==> config.mk <==
export PLATFORM = sky130hd
export DESIGN_NAME = alu_result_stage
export DESIGN_NICKNAME = d
export VERILOG_FILES = /design/src/rtl/alu_result_stage.sv
export SDC_FILE = /design/constraint.sdc
export NUM_CORES = 1
export LEC_CHECK = 0
export CAP_MARGIN = 0
export CELL_PAD_IN_SITES_DETAIL_PLACEMENT = 0
export CELL_PAD_IN_SITES_GLOBAL_PLACEMENT = 2
export CORE_MARGIN = 3
export CORE_UTILIZATION = 28
export CTS_CLUSTER_SIZE = 40
export DETAILED_ROUTE_END_ITERATION = 6
export GPL_TIMING_DRIVEN = 1
export PLACE_DENSITY = 0.75
export SYNTH_ARGS = -nofsm -noshare
export SYNTH_HDL_FRONTEND = slang
export SYNTH_SLANG_ARGS = --single-unit
==> constraint.sdc <==
create_clock -name clk -period 2.8 [get_ports clk]
set_input_delay 0.84 -clock clk [delete_from_list [all_inputs] [get_ports clk]]
set_output_delay 0.84 -clock clk [all_outputs]
set_load 0.02 [all_outputs]
==> src/rtl/alu_result_stage.sv <==
// alu_result_stage: registers adder results with Z/N/C/V flags and optional signed saturation.
// Results pass through a 2-entry valid/ready FIFO. The stage also keeps a sticky overflow bit and a saturating overflow count.
module alu_result_stage #(
    parameter int WIDTH  = 16,
    parameter bit SAT_EN = 1'b0,
    parameter int CNT_W  = 8
) (
    input  logic             clk,
    input  logic             rst,
    input  logic             in_valid,
    output logic             in_ready,
    input  logic [WIDTH-1:0] in_a,
    input  logic [WIDTH-1:0] in_b,
    input  logic             in_m,
    input  logic [WIDTH-1:0] in_sum,
    input  logic             in_cout,
    output logic             out_valid,
    input  logic             out_ready,
    output logic [WIDTH-1:0] out_result,
    output logic [3:0]       out_flags,
    output logic             sticky_v,
    input  logic             clr_sticky,
    output logic [CNT_W-1:0] ovf_count
);
    localparam int EW = WIDTH + 4;

    logic [EW-1:0]    mem [2];
    logic [1:0]       count;
    logic             wr_ptr, rd_ptr;
    logic [WIDTH-1:0] bx, res;
    logic             sa, sb, ss, v, push, pop;
    logic [EW-1:0]    entry;

    always_comb begin
        bx    = in_m ? ~in_b : in_b;
        sa    = in_a[WIDTH-1];
        sb    = bx[WIDTH-1];
        ss    = in_sum[WIDTH-1];
        v     = (sa == sb) && (ss != sa);
        res   = (SAT_EN && v) ? (sa ? {1'b1, {(WIDTH-1){1'b0}}} : {1'b0, {(WIDTH-1){1'b1}}}) : in_sum;
        entry = {res, v, in_cout, res[WIDTH-1], res == '0};
    end

    // Handshake decodes only registered state, so there is no in_* to out_* path
    assign in_ready   = count != 2'd2;
    assign out_valid  = count != 2'd0;
    assign push       = in_valid && in_ready;
    assign pop        = out_valid && out_ready;
    assign out_result = mem[rd_ptr][EW-1:4];
    assign out_flags  = mem[rd_ptr][3:0];

    always_ff @(posedge clk) begin
        if (rst) begin
            count     <= '0;
            wr_ptr    <= 1'b0;
            rd_ptr    <= 1'b0;
            mem[0]    <= '0;
            mem[1]    <= '0;
            sticky_v  <= 1'b0;
            ovf_count <= '0;
        end else begin
            if (push) begin
                mem[wr_ptr] <= entry;
                wr_ptr      <= ~wr_ptr;
            end
            if (pop) rd_ptr <= ~rd_ptr;
            if (push != pop) count <= push ? count + 2'd1 : count - 2'd1;
            if (clr_sticky) begin
                sticky_v  <= 1'b0;
                ovf_count <= '0;
            end
            // A same-edge clear is applied first, so the overflow counts from zero
            if (push && v) begin
                sticky_v  <= 1'b1;
                ovf_count <= clr_sticky ? CNT_W'(1) : (&ovf_count ? ovf_count : ovf_count + CNT_W'(1));
            end
        end
    end
endmodule
## After elaboration in Yosys (flattened, before gate mapping)

Memory sizes are Yosys's and may differ from the RTL's. A register that Yosys moved wholly into a read port is not among the register bits.
Cells that the tools add are included.
Widths: inputs -> output; s select.

| operators by class | value |
|---|---|
| eq/ne operators | 5 |
| bitwise operators | 3 |
| multiplexer cells | 18 |
| reduce and logical (&&, ||, !) cells | 10 |
| add/subtract/negate cells | 3 |

Operators with widths:

| operator | count |
|---|---|
| $mux 8 | 4 |
| $mux 20 | 1 |
| $reduce_or 20->1 | 1 |
| $logic_not 16->1 | 1 |
| $mux 16 | 1 |
| $not 16->16 | 1 |
| $mux 1 | 11 |
| $add 8x1->8 const B | 1 |
| $reduce_and 8->1 | 1 |
| $logic_and 1x1->1 | 4 |
| $ne 2x2->1 const B | 2 |
| $reduce_bool 2->1 | 2 |
| $add 2x1->2 const B | 1 |
| $mux 2 | 1 |
| $ne 1x1->1 | 2 |
| $not 1->1 | 2 |
| $reduce_and 2->1 | 1 |
| $sub 2x1->2 const B | 1 |
| $eq 1x1->1 | 1 |

| storage, ports and cells | value |
|---|---|
| register bits after elaboration | 13 |
| bits in writable memories | 40 |
| output and inout bits | 31 |
| word-level logic and storage cells | 45 |
| bits of input ports | 55 |
| memories | 1 |

Memories:

| name | depth | width | rd ports | clocked after Yosys merged registers in | write ports | RTL line | text |
|---|---|---|---|---|---|---|---|
| mem | 2 | 20 | 1 | 1 | 2 | 27 | `logic [EW-1:0] mem [2];` |

## Longest topological paths before layout

Gate-level depths: netlist of the first run.

| depth | value |
|---|---|
| depth in word-level cells | 7 |
| depth in mapped cells | 6 |
| gate-level depth less buffers | 5 |

## Least setup slack after synthesis of the first run

Ideal clock, no wire load.

| timing path | value |
|---|---|
| kind | input -> register |
| start | input in_valid |
| end | memory mem[0][0] (netlist bit) (enable) |
| required time | 2.401 ns |
| library setup time | 0.399 ns |
| setup slack | 0.486 ns |
| cell stages on the path | 2 |
| path buffers | 0 |
| arrival time | 1.915 ns |
| cell sequence | nand2_2 -> o21bai_1 |

RTL lines:

| element | RTL line | text |
|---|---|---|
| start, declared | 10 | `input logic in_valid,` |
| end, declared | 27 |  |

==> flow_summary.toml, run 1 <==
[floorplan]
die_w_um = 99.7
core_area_um2 = 8380
placementRows = 33
start_util_pct = 29.3
fp.dieH_um = 99.7
io_pins = 86
dieArea_um2 = 9930

[synthesis]
yosysSeqAreaShare_pct = 57.9
synth_top_area_share_pct = 46.5
synthTopCellsByCount = "edfxtp_1, and2_1, mux2_2"
avgSynthCellArea_um2 = 12.5
ys_types = 48
async_flop_share_pct = 0
synth.cell_area_um2 = 2460
yosysMostFrequentCell = "edfxtp_1"
synthTopCellsByArea = "edfxtp_1, dfxtp_1, mux2_2"
ys.flop_type = "edfxtp_1"
syn_nets = 252
synth_edf_count = 38
synthCells = 196
ys.warnings.count = 0
synth_largest_area_cell = "edfxtp_1"
synth_seq_cells = 52

[grt]
overflow = 0
grt_max_degree = 20
grt_pass1_wl_mm = 8.69
grt_pass1_vias = 1787
grt_use_total_pct = 11.2
antenna_found_initial = 0

[setup_path]
reg2reg_depth = 4
path_max_fanout = 19
arrival_ps = 1830
worstSetupStartpointType = "flip-flop"
cp_data_required_time_ps = 1960
rrSetupSlack_ps = 930
endpoint_kind = "output port"
worstSetupEndpoint = "out_flags[3]"
r2r_end = "mem[0][8]$_SDFFCE_PN0P_"
r2r-start = "count[1]$_SDFFE_PP0P_"
crit_type = "flip-flop to output port"

[sta]
fmax_mhz = 375
worst_pin_slew_ps = 933
period_share_pct = 95.2
fin_crit_ps = 2670
rsz0062_at_grt = "no"
slew_headroom_pct = 37.4
slew_viol_final = 0
setup_viol = 0
finalHoldViolations = 0
timing.setup.tns_ps = 0
fin_worst_skew_ps = 7.09

[power_and_ir_drop]
p_seq_share_pct = 54.0
pwr-share-clk_pct = 26.3
p_leak_nw = 1.16
p_per_area_nw_per_um2 = 511
switching_power_mw = 0.432
irDropWorstVdd_mv = 0.199
combinationalPowerShare_pct = 19.7
total_power_mw = 1.66
internal_power_mw = 1.23
p_sw_share_pct = 26.0

[clock_tree]
root_buffer = "clkbuf_8"
cts-resized-gates = 0
clkTransAtPathRegs_ps = 90
ctsHoldBuffers = 0
clk_latency_ps = 310
cts_made_buffers = 5
clock_sinks = 52
cts_setup_buffers = 0
htree_levels = 2
clockBufferDepth = 2
cts_tree = "yes"

[routing]
remaining_drc_errors = 0
wl_met3_um = 233
vias = 1673
ant_nets = 0
viasPerCell = 4.62
wl_met2_mm = 2.48
wl_per_cell_um = 14.3
routed_wl_mm = 5.19
firstDrtPassIters = 4
highest_layer = "met4"
met1Wirelength_mm = 2.43
dr.first_iter.drc_count = 54

[cells_and_area]
n_antenna_cell = 0
area_delta_synth_final_pct = 32.0
design_area_um2 = 3240
nNetsFinal = 312
drive_gt1_share_pct = 17.9
fillers = 797

[place]
hpwl_mm = 3.59
gp_congestion = 0.735
portBuffers = 55
place_area_um2 = 3150

[min_path]
min_path_type = "flip-flop to flip-flop"

[run_status]
status = "completed"

[flow_run]
cap_viol_max_count = 0
## logic make-up after synthesis
group | count (synthesis) | synth area share, %
flops | 52 | 57.9
compound gates | 21 | 6.37
buf+inv | 13 | 2.85
fa+ha+maj | 1 | 0.509
simple gates | 83 | 21.0
xor+xnor | 3 | 1.07
mux | 23 | 10.3
## power groups by stage
stage	clock, mW	sequential, mW	combinational, mW
3_5_place_dp	0	0.914	0.331
5_1_grt	0.482	0.902	0.353
4_1_cts	0.449	0.896	0.333
6_report	0.436	0.896	0.326
2_1_floorplan	0	0.911	0.177
3_3_place_gp	0	0.912	0.331
## metrics by stage
step | std cells | utilization (%) | setup WS, ps | hold WS [ps]
2_1_floorplan | 196 | - | 486 | 472
3_3_place_gp | 354 | 37.6 | 122 | 477
3_5_place_dp | 354 | 37.6 | 105 | 471
4_1_cts | 362 | 38.7 | 95.6 | 492
5_1_grt | 362 | 38.7 | 63.2 | 548
6_report | 362 | 38.7 | 133 | 500
## placed cells by master, fill, tap and decap left out, types with 3 or more instances in the layout
cell type        instances
a21oi_1                  7
and2_1                  34
buf_4                    6
clkbuf_8                 5
clkdlybuf4s50_1         55
dfxtp_1                 14
edfxtp_1                38
inv_1                    4
mux2_2                  19
mux2i_1                  4
nand2_1                  6
nand3_1                  5
nor2_1                   7
nor4_1                   6
o31ai_1                  4
or2_2                    3
or4_1                    3
## sequential cells by signal (all words and copies together) (netlist names), named ones only
name,flops
ovf_count,8
rd_ptr,1
mem,38
wr_ptr,1
sticky_v,1
count,2
## critical path, cell delays in order, from the launching register on
cell,delay [ps]
dfxtp_1,320
buf_4,270
mux2_2,380
clkdlybuf4s50_1,560
## layout make-up
cell class	instances	area (µm²)	share of cell area [%]
timing repair buffer	62	616	19.0
tap	105	131	4.05
inverter	4	15.0	0.463
clock buffer	5	68.8	2.12
clock inverter	3	22.5	0.694
sequential	52	1420	43.8
multi-input combinational	131	968	29.9
## routing by layer
metal / GRT usage [%] / vias up
li1: - / 836
met5: 0 / -
met3: 2.52 / 5
met1: 14.1 / 787
met4: 3.47 / 0
met2: 19.0 / 45
## worst min-delay path by stage
stage / from / to / slack [ps] / cells after the start
floorplan: rd_ptr$_SDFFE_PP0P_ / flip-flop / 470 / 2
global placement: sticky_v$_SDFFE_PP0P_ / sticky_v$_SDFFE_PP0P_ / 480 / 2
detailed placement: sticky_v$_SDFFE_PP0P_ / sticky_v$_SDFFE_PP0P_ / 470 / 2
CTS: sticky_v$_SDFFE_PP0P_ / sticky_v$_SDFFE_PP0P_ / 490 / 2
global route: sticky_v$_SDFFE_PP0P_ / sticky_v$_SDFFE_PP0P_ / 550 / 2
finish: sticky_v$_SDFFE_PP0P_ / sticky_v$_SDFFE_PP0P_ / 500 / 2
Note: power is estimated with default switching activity, not from simulation.
==> inputs of run 2 (changes only) <==
PLACE_DENSITY = unset   (was 0.75)
PLACE_DENSITY_LB_ADDON = 0.1   (was unset)
==> flow_summary.toml, run 2 (synthesis gave the netlist of run 1 again) <==
[setup_path]
endpoint_kind = "output port"
cp_data_required_time_ps = 1960
r2r-start = "count[1]$_SDFFE_PP0P_"
arrival_ps = 1820
rrSetupSlack_ps = 870
worstSetupStartpointType = "flip-flop"
worstSetupEndpoint = "out_result[7]"
r2r_end = "mem[0][18]$_SDFFCE_PN0P_"
path_max_fanout = 19
reg2reg_depth = 4
crit_type = "flip-flop to output port"

[grt]
grt_pass1_wl_mm = 8.63
overflow = 0
grt_pass1_vias = 1692
grt_max_degree = 20
antenna_found_initial = 0
grt_use_total_pct = 11.3

[routing]
firstDrtPassIters = 4
wl_per_cell_um = 14.9
routed_wl_mm = 5.42
remaining_drc_errors = 0
ant_nets = 0
dr.first_iter.drc_count = 40
vias = 1668
viasPerCell = 4.58

[place]
hpwl_mm = 3.68
portBuffers = 55
place_area_um2 = 3150
gp_congestion = 0.748

[floorplan]
die_w_um = 99.7
placementRows = 33
dieArea_um2 = 9930
io_pins = 86
fp.dieH_um = 99.7
start_util_pct = 29.3
core_area_um2 = 8380

[sta]
slew_headroom_pct = 30.4
fmax_mhz = 376
slew_viol_final = 0
fin_worst_skew_ps = 4.63
worst_pin_slew_ps = 1040
finalHoldViolations = 0
timing.setup.tns_ps = 0
setup_viol = 0
rsz0062_at_grt = "no"
period_share_pct = 94.9
fin_crit_ps = 2660

[cells_and_area]
mostFrequentLayoutCells = "clkdlybuf4s50_1, edfxtp_1, and2_1"
top_register = "mem"
largest_register_ffs = 38
n_antenna_cell = 0
final_common_cell = "clkdlybuf4s50_1"
nNetsFinal = 314
drive_gt1_share_pct = 18.1
design_area_um2 = 3260
fillers = 843
largestRegisters = "mem (38), ovf_count (8), count (2)"
area_delta_synth_final_pct = 32.8

[clock_tree]
cts_made_buffers = 5
clock_sinks = 52
cts_tree = "yes"
clk_latency_ps = 300
cts-resized-gates = 0
cts_setup_buffers = 0
clkTransAtPathRegs_ps = 90
ctsHoldBuffers = 0
root_buffer = "clkbuf_8"
clockBufferDepth = 2
htree_levels = 2

[flow_run]
cap_viol_max_count = 0

[power_and_ir_drop]
p_per_area_nw_per_um2 = 529
irDropWorstVdd_mv = 0.295
p_leak_nw = 1.17

[min_path]
min_path_type = "flip-flop to flip-flop"

[run_status]
status = "completed"
run 2: how the worst min path moves through the flow:
| stage | start | endpoint | slack (ps) | cells past startpoint |
|---|---|---|---|---|
| after floorplan | rd_ptr$_SDFFE_PP0P_ | flip-flop | 470 | 2 |
| after global placement | sticky_v$_SDFFE_PP0P_ | sticky_v$_SDFFE_PP0P_ | 470 | 2 |
| after detailed placement | sticky_v$_SDFFE_PP0P_ | sticky_v$_SDFFE_PP0P_ | 470 | 2 |
| after CTS | sticky_v$_SDFFE_PP0P_ | sticky_v$_SDFFE_PP0P_ | 480 | 2 |
| after global routing | sticky_v$_SDFFE_PP0P_ | sticky_v$_SDFFE_PP0P_ | 520 | 2 |
| final | sticky_v$_SDFFE_PP0P_ | sticky_v$_SDFFE_PP0P_ | 480 | 2 |
run 2: stage by stage:
stage                     hold slack [ps]  power (mW)  instances  util [%]  worst slack, ps
after global routing                  517        1.81        364      38.9             66.3
after CTS                             484        1.75        364      38.9             91.0
after global placement                465        1.25        356      37.6             86.5
final                                 476        1.73        364      38.9              142
after floorplan                       472        1.09        196         -              486
after detailed placement              466        1.25        356      37.6             73.0
run 2: final cells by class:
type                       instances  area (µm²)  area share [%]
sequential                        52        1420            43.6
multi-input combinational        131         968            29.7
timing repair buffer              64         618            18.9
tap                              105         131            4.03
clock buffer                       6        72.6            2.22
clock inverter                     2        35.0            1.07
inverter                           4        15.0           0.460
run 2: worst max-delay path, cell delays in order (launching register included):
cell and delay, ps:
dfxtp_1 320, buf_4 280, mux2_2 390, clkdlybuf4s50_1 540
run 2: power breakdown:
part           internal [mW]  switching, mW
sequential             0.879         0.0164
combinational          0.167          0.160
clock                  0.266          0.239
total                   1.31          0.415
run 2: layer usage:
metal  vias to the layer above  share of wire [%]  GRT usage (%)
li1                        842                  -              -
met1                       782                 43           13.3
met2                        38                 52           20.0
met3                         6                4.1           2.95
met4                         0                1.3           3.78
met5                         -                  0              0
==> inputs of run 3 (changes only) <==
CORE_MARGIN = unset   (was 3)
==> flow_summary.toml, run 3 (synthesis gave the netlist of run 1 again) <==
[run_status]
status = "completed"

[sta]
timing.final.ws_setup_ps = 144
setup_viol = 0
slew_headroom_pct = 34.7
period_share_pct = 94.9
slew_viol_final = 0
fin_worst_skew_ps = 8.82
fmax_mhz = 376
worst_pin_slew_ps = 974
timing.setup.tns_ps = 0
rsz0062_at_grt = "no"
finalHoldViolations = 0
worst_hold_slack_ps = 471
fin_crit_ps = 2660

[grt]
met2_usage_pct = 22.4
use_met3_pct = 2.87
grt_pass1_wl_mm = 8.29
antenna_found_initial = 0
grtUsageMet1_pct = 14.1
grt_pass1_vias = 1675
grt_use_total_pct = 12.2
grt.busiest_layer = "met2"
overflow = 0
grt_max_degree = 20

[floorplan]
dieArea_um2 = 9150
fp.dieH_um = 95.7
placementRows = 33
start_util_pct = 29.4
die_w_um = 95.7
io_pins = 86
core_area_um2 = 8340

[cells_and_area]
n_antenna_cell = 0
top_register = "mem"
drive_gt1_share_pct = 17.5
largest_register_ffs = 38
largestRegisters = "mem (38), ovf_count (8), count (2)"
final_common_cell = "clkdlybuf4s50_1"
nNetsFinal = 313
fillers = 816
mostFrequentLayoutCells = "clkdlybuf4s50_1, edfxtp_1, and2_1"
area_delta_synth_final_pct = 31.8

[clock_tree]
ctsHoldBuffers = 0
clk_latency_ps = 290
htree_levels = 2
cts-resized-gates = 0
clock_sinks = 52
cts_made_buffers = 5
clockBufferDepth = 2
root_buffer = "clkbuf_8"
cts_setup_buffers = 0
cts_tree = "yes"
clkTransAtPathRegs_ps = 90

[routing]
wl_per_cell_um = 14.5
ant_nets = 0
firstDrtPassIters = 4
viasPerCell = 4.68
remaining_drc_errors = 0
routed_wl_mm = 5.26
vias = 1693
dr.first_iter.drc_count = 22

[place]
dp_slack_ps = 99.8
portBuffers = 55
gp_congestion = 0.717
hpwl_mm = 3.55

[power_and_ir_drop]
irDropWorstVdd_mv = 0.172
p_per_area_nw_per_um2 = 500
p_leak_nw = 1.16

[setup_path]
path_max_fanout = 19
cp_data_required_time_ps = 1960
worstSetupStartpointType = "flip-flop"
crit_type = "flip-flop to output port"
arrival_ps = 1820
endpoint_kind = "output port"

[min_path]
min_path_type = "flip-flop to flip-flop"

[flow_run]
cap_viol_max_count = 0
[run 3: cell types whose count changed in the layout (fill, tap and decap cells not counted), sizes merged]
cell / previous run / this run
bufinv: 1 / 0
buf: 9 / 8
[run 3: final cells by class]
type                       count  area (µm²)  share of cell area, %
sequential                    52        1420                   43.9
multi-input combinational    131         968                   29.9
clock buffer                   6        72.6                   2.24
clock inverter                 1        5.00                  0.155
tap                          105         131                   4.06
inverter                       4        15.0                  0.464
timing repair buffer          63         623                   19.3
[run 3: through the flow]
step                      instances  utilization, %  power, mW  cell area [µm²]
after global routing            362            38.8       1.70             3240
final                           362            38.8       1.62             3240
after CTS                       362            38.8       1.65             3240
after floorplan                 196               -       1.09             2460
after detailed placement        355            37.9       1.25             3160
after global placement          355            37.9       1.25             3160
[run 3: per-layer routing]
layer	share of wire, %	wire length [µm]
met2	53	2780
met4	0.61	32
met3	4.4	229
met1	42	2220
met5	0	0
[run 3: path summary, 6_finish.rpt]
kind                            slack, ps                  start  cells past startpoint                 endpoint
worst max-delay path                  140              flip-flop                      3             out_flags[3]
worst min-delay path                  470  sticky_v$_SDFFE_PP0P_                      2    sticky_v$_SDFFE_PP0P_
worst max register to register        940  count[0]$_SDFFE_PP0P_                      4  mem[0][9]$_SDFFCE_PN0P_
worst min register to register        470  sticky_v$_SDFFE_PP0P_                      2    sticky_v$_SDFFE_PP0P_
[run 3: where the power goes]
part           switching (mW)  internal [mW]  total (mW)  leakage (nW)
clock network           0.222          0.170       0.393        0.0410
registers              0.0169          0.879       0.896         0.517
logic                   0.160          0.169       0.329         0.600
[run 3: critical path: stages (launching register included)]
cell             delay (ps)
dfxtp_1                 320
buf_4                   280
mux2_2                  370
clkdlybuf4s50_1         560
==> patch (flow settings as in run 3) <==
The parameter `SAT_EN` goes from 1'b0 to 1'b1.
--- a/src/rtl/alu_result_stage.sv
+++ b/src/rtl/alu_result_stage.sv
@@ -2,7 +2,7 @@
 // Results pass through a 2-entry valid/ready FIFO. The stage also keeps a sticky overflow bit and a saturating overflow count.
 module alu_result_stage #(
     parameter int WIDTH  = 16,
-    parameter bit SAT_EN = 1'b0,
+    parameter bit SAT_EN = 1'b1,
     parameter int CNT_W  = 8
 ) (
     input  logic             clk,
Behaviour: not the same (a bounded check fails within 4 cycles, from zero or initial values and one cycle with rst high).
==> patch against run 3 <==
Sequential cell count stayed put. Fmax decreased by 0.46%. Register-to-register slack improved by 0.16 ns. Wire length up 10%. Design area grew 1.9%. Combinational power rose by 12%. Synthesized cell count rose by 13%. Setup slack lost 0.012 ns. Clock power increased by 10%. First-iteration DRC count grew to 2.8 times the old value. Synthesized area increased by 0.20%. Power up 5.1%. Critical path type unchanged. Critical endpoint is now out_result[8]. Highest routed layer unchanged.
==> patch: results (changes against run 3) <==
* Sequential share of the synthesized area at 57.8% (-0.12 points)
* Fraction of area in registers at 43.1% (-0.80 points)
* Dpl ws at -0.0138 ns (-0.114 ns)
* Leakage at 0.00120 uW (+3.4%)
* Post-synthesis adder-cell area fraction at 0.915% (+0.41 points)
* RD Place Congestion at 0.753 (+5.1%)
* Placed insts at 383 (+7.9%)
* HPWL after detailed placement at 4.00 mm (+12%)
* Most common library cells after synthesis: nor2_1 (43), edfxtp_1 (38), mux2_2 (19)
* Fraction of cell area in non-clock buffers at 20.0% (+0.79 points)
* NumNets Final at 341 (+8.9%)
* Met3 Usage GRT at 2.53% (-0.34 points)
* CP max stage delay at 0.54 ns (-0.02 ns)
* Multi-input gates at 152 (+16%)
* Met2 routed WL at 2.94 mm (+5.9%)
* Invs w/o clock at 6 (+2)
* Outcome: finished clean
* Met1 GRT Util at 15.7% (+1.6 points)
* Synth unique cells at 44 (-8.3%)
* Post-synthesis mux area share at 10.5% (+0.18 points)
* Initial DRC count at 61 (+180%)
* Xor-xnor portion of the synthesized cell area at 1.37% (+0.30 points)
* Worst-Skew Late Latency at 0.31 ns (+0.02 ns)
* TritonRoute pass-1 iters at 6 (+2)
* Post-Syn Nets at 277 (+9.9%)
* Post-route cell area at 0.00330 sq mm (+1.9%)
* Share of cells above drive strength 1 at 15.0% (-2.5 points)
* Via count at 1868 (+10%)
* Max Clock Skew at 0.00356 ns (-0.00527 ns)
* Buffers excl. clock at 68 (+7.9%)
[patch: changes by cell type after synthesis, sizes merged, moves of 3 or more]
cell and delta:
a21oi +11, nor4 -3, a21boi +3, or2 -3, and2 -33, nand2b +5
nor2 +36
[patch: critical path, delay by kind of cell (launching register included)]
kind	cells	cell delay, ns
flip-flops	1	0.32
multiplexers	1	0.39
buffers and inverters	2	0.81
[patch: path summary, 6_finish.rpt]
check | startpoint | end | slack (ns)
max reg2reg | ovf_count[0] | ovf_count[4] | 1.10
min | sticky_v | sticky_v | 0.47
min reg2reg | sticky_v | sticky_v | 0.47
max | flop | out_result[8] | 0.13
[patch: power breakdown]
group | leakage [uW] | total, uW | internal [uW] | switching [uW]
Sequential | 0.000518 | 896 | 881 | 15.5
Combinational | 0.000639 | 370 | 182 | 189
Clock | 0.0000414 | 433 | 178 | 254
Total | 0.00120 | 1700 | 1240 | 459
